File: config.mk
export PLATFORM = sky130hd
export DESIGN_NAME = imem_boot_loader
export DESIGN_NICKNAME = d
export VERILOG_FILES = /design/src/rtl/imem_boot_loader.sv
export SDC_FILE = /design/constraint.sdc
export NUM_CORES = 1
export LEC_CHECK = 0
export CAP_MARGIN = 25
export CORE_MARGIN = 4
export CORE_UTILIZATION = 51
export DETAILED_ROUTE_END_ITERATION = 8
export PLACE_DENSITY_LB_ADDON = 0.15
export SETUP_SLACK_MARGIN = 0.05
export SKIP_LAST_GASP = 1
export SYNTH_ARGS = -nofsm -noshare
export SYNTH_HDL_FRONTEND = slang
export SYNTH_SLANG_ARGS = --single-unit
File: constraint.sdc
create_clock -name clk -period 6.6 [get_ports clk]
set_input_delay 1.32 -clock clk [delete_from_list [all_inputs] [get_ports clk]]
set_output_delay 1.32 -clock clk [all_outputs]
set_load 0.005 [all_outputs]
File: src/rtl/imem_boot_loader.sv
// Byte-stream program loader: assembles a big-endian word-count header and
// payload words, writes them to instruction memory, holds the core until done.
//
// Ports:
//   clk, rst          clock, synchronous active-high reset
//   start             begin a load (accepted only in IDLE or DONE)
//   in_valid/in_data  byte stream from host; in_ready accepts a byte
//   imem_we/addr/wdata instruction memory write port (one word per strobe)
//   cpu_hold          freezes PC and pipeline while high
//   done, err         load complete / sticky header overflow error
//   words_loaded      words written in the current load
module imem_boot_loader #(
    parameter int unsigned ADDR_WIDTH = 8,
    parameter logic [31:0] BASE_ADDR  = 32'h0000_0000
) (
    input  logic                  clk,
    input  logic                  rst,
    input  logic                  start,
    input  logic                  in_valid,
    input  logic [7:0]            in_data,
    output logic                  in_ready,
    output logic                  imem_we,
    output logic [31:0]           imem_addr,
    output logic [31:0]           imem_wdata,
    output logic                  cpu_hold,
    output logic                  done,
    output logic                  err,
    output logic [ADDR_WIDTH:0]   words_loaded
);

    typedef enum logic [2:0] {
        S_IDLE,
        S_HDR,
        S_LOAD,
        S_WRITE,
        S_DONE
    } state_t;

    // Largest legal word count is the full memory capacity.
    localparam logic [32:0] CAP = 33'd1 << ADDR_WIDTH;

    state_t              state_q, state_d;
    logic [1:0]          byte_cnt_q, byte_cnt_d;
    logic [31:0]         shift_q, shift_d;
    logic [ADDR_WIDTH:0] n_q, n_d;
    logic [ADDR_WIDTH:0] wl_q, wl_d;
    logic                err_q, err_d;

    logic                beat;
    logic [31:0]         next_word;
    logic [ADDR_WIDTH:0] wl_inc;

    // Header and payload share one shift register; big-endian means each
    // new byte enters at the bottom and earlier bytes move up.
    assign next_word = {shift_q[23:0], in_data};
    assign wl_inc    = wl_q + 1'b1;

    always_comb begin
        state_d    = state_q;
        byte_cnt_d = byte_cnt_q;
        shift_d    = shift_q;
        n_d        = n_q;
        wl_d       = wl_q;
        err_d      = err_q;
        beat       = in_valid && in_ready;

        unique case (state_q)
            S_IDLE, S_DONE: begin
                if (start) begin
                    state_d    = S_HDR;
                    byte_cnt_d = 2'd0;
                    wl_d       = '0;
                    n_d        = '0;
                    err_d      = 1'b0;
                end
            end
            S_HDR: begin
                if (beat) begin
                    shift_d    = next_word;
                    byte_cnt_d = byte_cnt_q + 2'd1;
                    if (byte_cnt_q == 2'd3) begin
                        if (next_word == 32'd0) begin
                            state_d = S_DONE;
                        end else if ({1'b0, next_word} > CAP) begin
                            err_d   = 1'b1;
                            state_d = S_DONE;
                        end else begin
                            n_d     = next_word[ADDR_WIDTH:0];
                            state_d = S_LOAD;
                        end
                    end
                end
            end
            S_LOAD: begin
                if (beat) begin
                    shift_d    = next_word;
                    byte_cnt_d = byte_cnt_q + 2'd1;
                    if (byte_cnt_q == 2'd3) begin
                        state_d = S_WRITE;
                    end
                end
            end
            S_WRITE: begin
                wl_d = wl_inc;
                if (wl_inc == n_q) begin
                    state_d = S_DONE;
                end else begin
                    state_d = S_LOAD;
                end
            end
            default: state_d = S_IDLE;
        endcase
    end

    always_ff @(posedge clk) begin
        if (rst) begin
            state_q    <= S_IDLE;
            byte_cnt_q <= 2'd0;
            shift_q    <= 32'd0;
            n_q        <= '0;
            wl_q       <= '0;
            err_q      <= 1'b0;
        end else begin
            state_q    <= state_d;
            byte_cnt_q <= byte_cnt_d;
            shift_q    <= shift_d;
            n_q        <= n_d;
            wl_q       <= wl_d;
            err_q      <= err_d;
        end
    end

    // All outputs decode registered state only.
    assign in_ready     = (state_q == S_HDR) || (state_q == S_LOAD);
    assign imem_we      = (state_q == S_WRITE);
    assign imem_addr    = BASE_ADDR + (32'(wl_q) << 2);
    assign imem_wdata   = shift_q;
    assign done         = (state_q == S_DONE);
    assign err          = err_q;
    assign cpu_hold     = !((state_q == S_DONE) && !err_q);
    assign words_loaded = wl_q;

endmodule

# [Word-level counts from Yosys, hierarchy flattened]
# Cells that the tools add are included.
[word_totals] input_bits=12 out_inout_bits=78 elab_cells=67 regBits=56
[op_classes] add_sub_neg=2 reduce_logical=18 n_mux=25 eq_ne=15 n_lt_le_gt_ge=1
[ops] op="$mux 9" n=5
[ops] op="$pmux 9 s2" n=2
[ops] op="$gt 32x9->1 const B" n=1
[ops] op="$logic_not 32->1" n=1
[ops] op="$mux 3" n=8
[ops] op="$ne 2x2->1 const B" n=8
[ops] op="$pmux 3 s4" n=1
[ops] op="$reduce_and 6->1" n=2
[ops] op="$add 9x1->9 const B" n=1
[ops] op="$eq 9x9->1" n=1
[ops] op="$eq 3x2->1 const B" n=2
[ops] op="$reduce_bool 2->1" n=3
[ops] op="$mux 1" n=5
[ops] op="$reduce_and 5->1" n=1
[ops] op="$mux 2" n=2
[ops] op="$pmux 2 s2" n=1
[ops] op="$reduce_and 2->1" n=2
[ops] op="$reduce_or 2->1" n=2
[ops] op="$eq 3x1->1 const B" n=1
[ops] op="$eq 3x3->1 const B" n=1
[ops] op="$logic_not 3->1" n=1
[ops] op="$reduce_and 3->1" n=1
[ops] op="$add 2x1->2 const B" n=1
[ops] op="$eq 2x2->1 const B" n=1
[ops] op="other kinds (5)" n=7

# [Depth between registers and ports, before layout]
[depth] depth_word=6 depth_mapped=7 mapped_depth_nobuf=6

# [Least setup slack after synthesis]
# Ideal clock, no wire load.
[synth_path] path_kind="in2reg" from="input in_data[4]" to="register n_q[8]" stages=6 slack_ns=3.707 setup_time_ns=0.069 required_ns=6.531 t_arrival_ns=2.824 path_buffers=1 path_cell_list="or4_4 o21ai_4 a41oi_4 or3_1 buf_6 o21ai_1"
[synth_between] elab_chain_cells=3 word_cells_on_any_way=5 cone_classes="order compare (1); eq/ne (2); reduce/logical (2)"
[synth_rtl] item="start, declared" line_no="20" text="input logic [7:0] in_data,"
[synth_rtl] item="$gt 32x9->1 or $logic_not 32->1 (tied branches)" line_no="84, 82"
[synth_rtl] item="$ne 2x2->1 (no line)"
[synth_rtl] item="$reduce_and 6->1 (no line) *"
[synth_rtl] item="end signal, assigned" line_no="127" text="n_q <= n_d;"
[synth_rtl] item="end, declared" line_no="45" text="logic [ADDR_WIDTH:0] n_q, n_d;"
# Mark *: on every way between the ends. The rest lies on a longest branch, timed or not.
# A chain may end at the register's enable or synchronous reset.

# [Worst setup path in the final report]
[layout_path] from="register state_q[0]" to="output imem_we"
[layout_between] elab_chain_cells=1
[layout_rtl] item="start, declared" line_no="42" text="state_t state_q, state_d;"
[layout_rtl] item="start signal, assigned" line_no="124" text="state_q <= state_d;"
[layout_rtl] item="$eq 3x2->1" line_no="135" text="assign imem_we = (state_q == S_WRITE);"
[layout_rtl] item="end, declared" line_no="22" text="output logic imem_we,"
# Every way passes these cells.

==> flow_summary.yaml <==
die:
  ioPinCount: 90
  coreArea_um2: 5574
  fp.dieArea_um2: 7071
  die_y_um: 84.09
  start_util_pct: 52.97
  rows: 27
  die_w_um: 84.09
critical_path:
  path_max_fanout: 14
  critPathLaunchType: "register"
  path_buf_inv: 2
  cpPeakStageDelay_ns: 0.59
  worstSetupPathType: "reg2out"
  cp-end-kind: "output port"
  crit_family: "buffers and inverters"
  critPathArrivalTime_ns: 2.31
  required_ns: 5.28
  crit_slowest_cell: "dfxtp_1"
  crit_chain: "nand3b_1 > inv_1 > clkdlybuf4s50_1"
global_route:
  grt_usage_pct: 19.33
  antenna_found_initial: 0
  grt_pass1_wl_um: 11470
  grt-ovfl-total: 0
  first_global_vias: 2323
  grt_max_degree: 50
placed_design:
  place_hpwl_um: 5001
  dpl_worst_slack_ns: 3.085
  placed_area_um2: 3461
  gp_congestion: 0.9031
  dp.cells: 482
  port_buffers: 66
timing:
  fin_crit_ns: 3.630
  worst_pin_slew_ns: 0.9217
  finalSetupViolCount: 0
  tns_ns: 0
  setup_ws_ns: 2.970
  slew_violations: 0
  rsz0062_at_grt: "false"
  hold_viol: 0
  finalClockSkew_ns: 0.005132
  slew_headroom_pct: 38.03
  timing.fmax_mhz: 275.5
  post-route-period-util_pct: 55.00
drt:
  postRouteAntennaNets: 0
  drc_errors: 0
  drt_first_iter_violations: 211
  avgRoutedWirePerCell_um: 13.97
  drt-vias-per-instance: 5.467
  dr.pass1.iters: 4
  vias: 2679
  drt_wl_total_um: 6843
clock_tree:
  post-cts-setup-buffer-count: 0
  cts-root-buf: "clkbuf_8"
  cts_buffer_depth: 2
  path_clk_slew_ns: 0.10
  holdBufCountCts: 0
  ctsResizeCount: 0
  cts_tree: "yes"
  clk_latency_ns: 0.31
  numCtsBuffers: 5
  cts_htree_levels: 2
  clock-sinks: 56
power:
  clkPwrFrac_pct: 20.9
  seqPwrFrac_pct: 44.9
  p_int_w: 0.0005580
  p_comb_share_pct: 34.2
  irDropWorstVdd_v: 0.0001302
  p_sw_share_pct: 37.11
  p_per_area_nw_per_um2: 250.0
  switchingPower_w: 0.0003293
  cellLeakagePower_nw: 1.235
synth:
  ys_ff_latch: 56
  synth.distinct_cells: 52
  synthArstFlopShare_pct: 0
  synth_top_area_cell: "dfxtp_1"
  yosysMostFrequentCell: "nand2_1"
  avgSynthCellArea_um2: 7.895
  synth_top_area_share_pct: 37.97
  yosys-top-cells-area: "dfxtp_1 (38%), nand2_1 (9.7%), buf_4 (8.4%)"
  synthFlopType: "dfxtp_1"
  synthCells: 374
  synth-edff-count: 0
  syn-cell-area_um2: 2953
  ys_warn_count: 0
  ys_seq_area_share_pct: 37.97
  yosys-top-cells-count: "nand2_1 (76), dfxtp_1 (56), a21oi_1 (44)"
finish:
  drive_gt1_share_pct: 4.306
  final_area_um2: 3550
  final_nets: 431
  stdcell_count: 490
  nFillCells: 519
  syn_to_final_growth_pct: 20.21
  diodes: 0
  multi_input_area_um2: 1528
  regArea_um2: 1121
flow_run:
  cap_viol_max_count: 0
hold_path:
  hold_class: "reg2reg"
outcome:
  status: "complete, no violations"
[cell families after synthesis]
family	count (synthesis)	synth area share [%]
and+or+nand+nor	152	25.04
AOI/OAI and AO/OA	91	19.32
buffers and inverters	60	13.09
DFF	56	37.97
xor gates and xnor gates	11	3.263
adders and majority gates	3	1.186
other	1	0.1270
[power groups by stage]
| stage | clock network, W | registers, W | logic (W) |
|---|---|---|---|
| 2_1_floorplan | 0 | 0.000388 | 0.000238 |
| 3_3_place_gp | 0 | 0.000405 | 0.000284 |
| 3_5_place_dp | 0 | 0.000405 | 0.000302 |
| 4_1_cts | 0.000190 | 0.000398 | 0.000304 |
| 5_1_grt | 0.000202 | 0.000405 | 0.000336 |
| 6_report | 0.000185 | 0.000398 | 0.000304 |
[worst reg2reg max path, cell delays in order, from the launching register on]
cell	delay, ns
dfxtp_1	0.50
ha_1	0.34
nand3_1	0.23
or3_1	0.42
a22oi_1	0.18
or4b_1	0.50
o31ai_1	0.20
[layer usage]
metal	wire length (um)	GRT usage, %
met3	513	4.541
met2	3089	29.20
met4	47	3.509
met5	0	0
met1	3193	28.22
[stage by stage]
stage / total power, W / hold slack, ns / util, %
final: 0.0008873 / 0.4610 / 63.68
after global routing: 0.0009431 / 0.4880 / 63.68
after CTS: 0.0008915 / 0.4640 / 63.68
after detailed placement: 0.0007070 / 0.4502 / 62.09
after global placement: 0.0006895 / 0.4415 / 61.59
after floorplan: 0.0006261 / 0.4400 / -
[final cells by class]
class,count,share of cell area (%)
flip-flops and latches,56,31.58
repair buffers,69,19.81
inverters,5,0.5287
clock buffers,6,2.044
well taps,72,2.538
multi-input cells,280,43.04
clock inverters,2,0.4582
[registers in the layout, indices dropped and copies added (netlist names)]
register      cells
imem_wdata       32
n_q               9
words_loaded      9
state_q           3
byte_cnt_q        2
err               1
[placed cells by master, fill, tap and decap left out, types with 2 or more instances in the layout]
master,netlist,layout
o21ai_0,7,7
conb_1,1,23
nor3_1,7,7
xnor2_1,6,6
or4_1,2,2
or3_1,4,4
and2_1,2,2
a22oi_1,2,2
buf_4,33,2
inv_1,4,4
o21ai_1,13,13
and4_1,3,3
nand2b_1,2,2
nor4_1,5,5
nand3b_1,2,2
clkdlybuf4s50_1,0,66
nand4_1,2,2
and3_1,5,5
nor2_1,16,16
o21a_1,2,2
xor2_1,5,5
o31ai_1,3,3
or4_4,2,2
nor2b_1,3,3
nand2_1,76,76
ha_1,2,2
o311ai_0,9,9
clkbuf_8,0,5
a21oi_1,44,44
dfxtp_1,56,56
nor2_2,2,2
nand3_1,14,14
[final timing paths]
| check | from | endpoint | slack [ns] | cells past startpoint |
|---|---|---|---|---|
| max | state_q[0] | imem_we | 2.97 | 3 |
| min | imem_wdata[28] | imem_wdata[28] | 0.46 | 2 |
| max reg2reg | words_loaded[0] | state_q[2] | 4.16 | 6 |
| min reg2reg | imem_wdata[28] | imem_wdata[28] | 0.46 | 2 |
No activity file was read; power rests on OpenSTA's default activity.
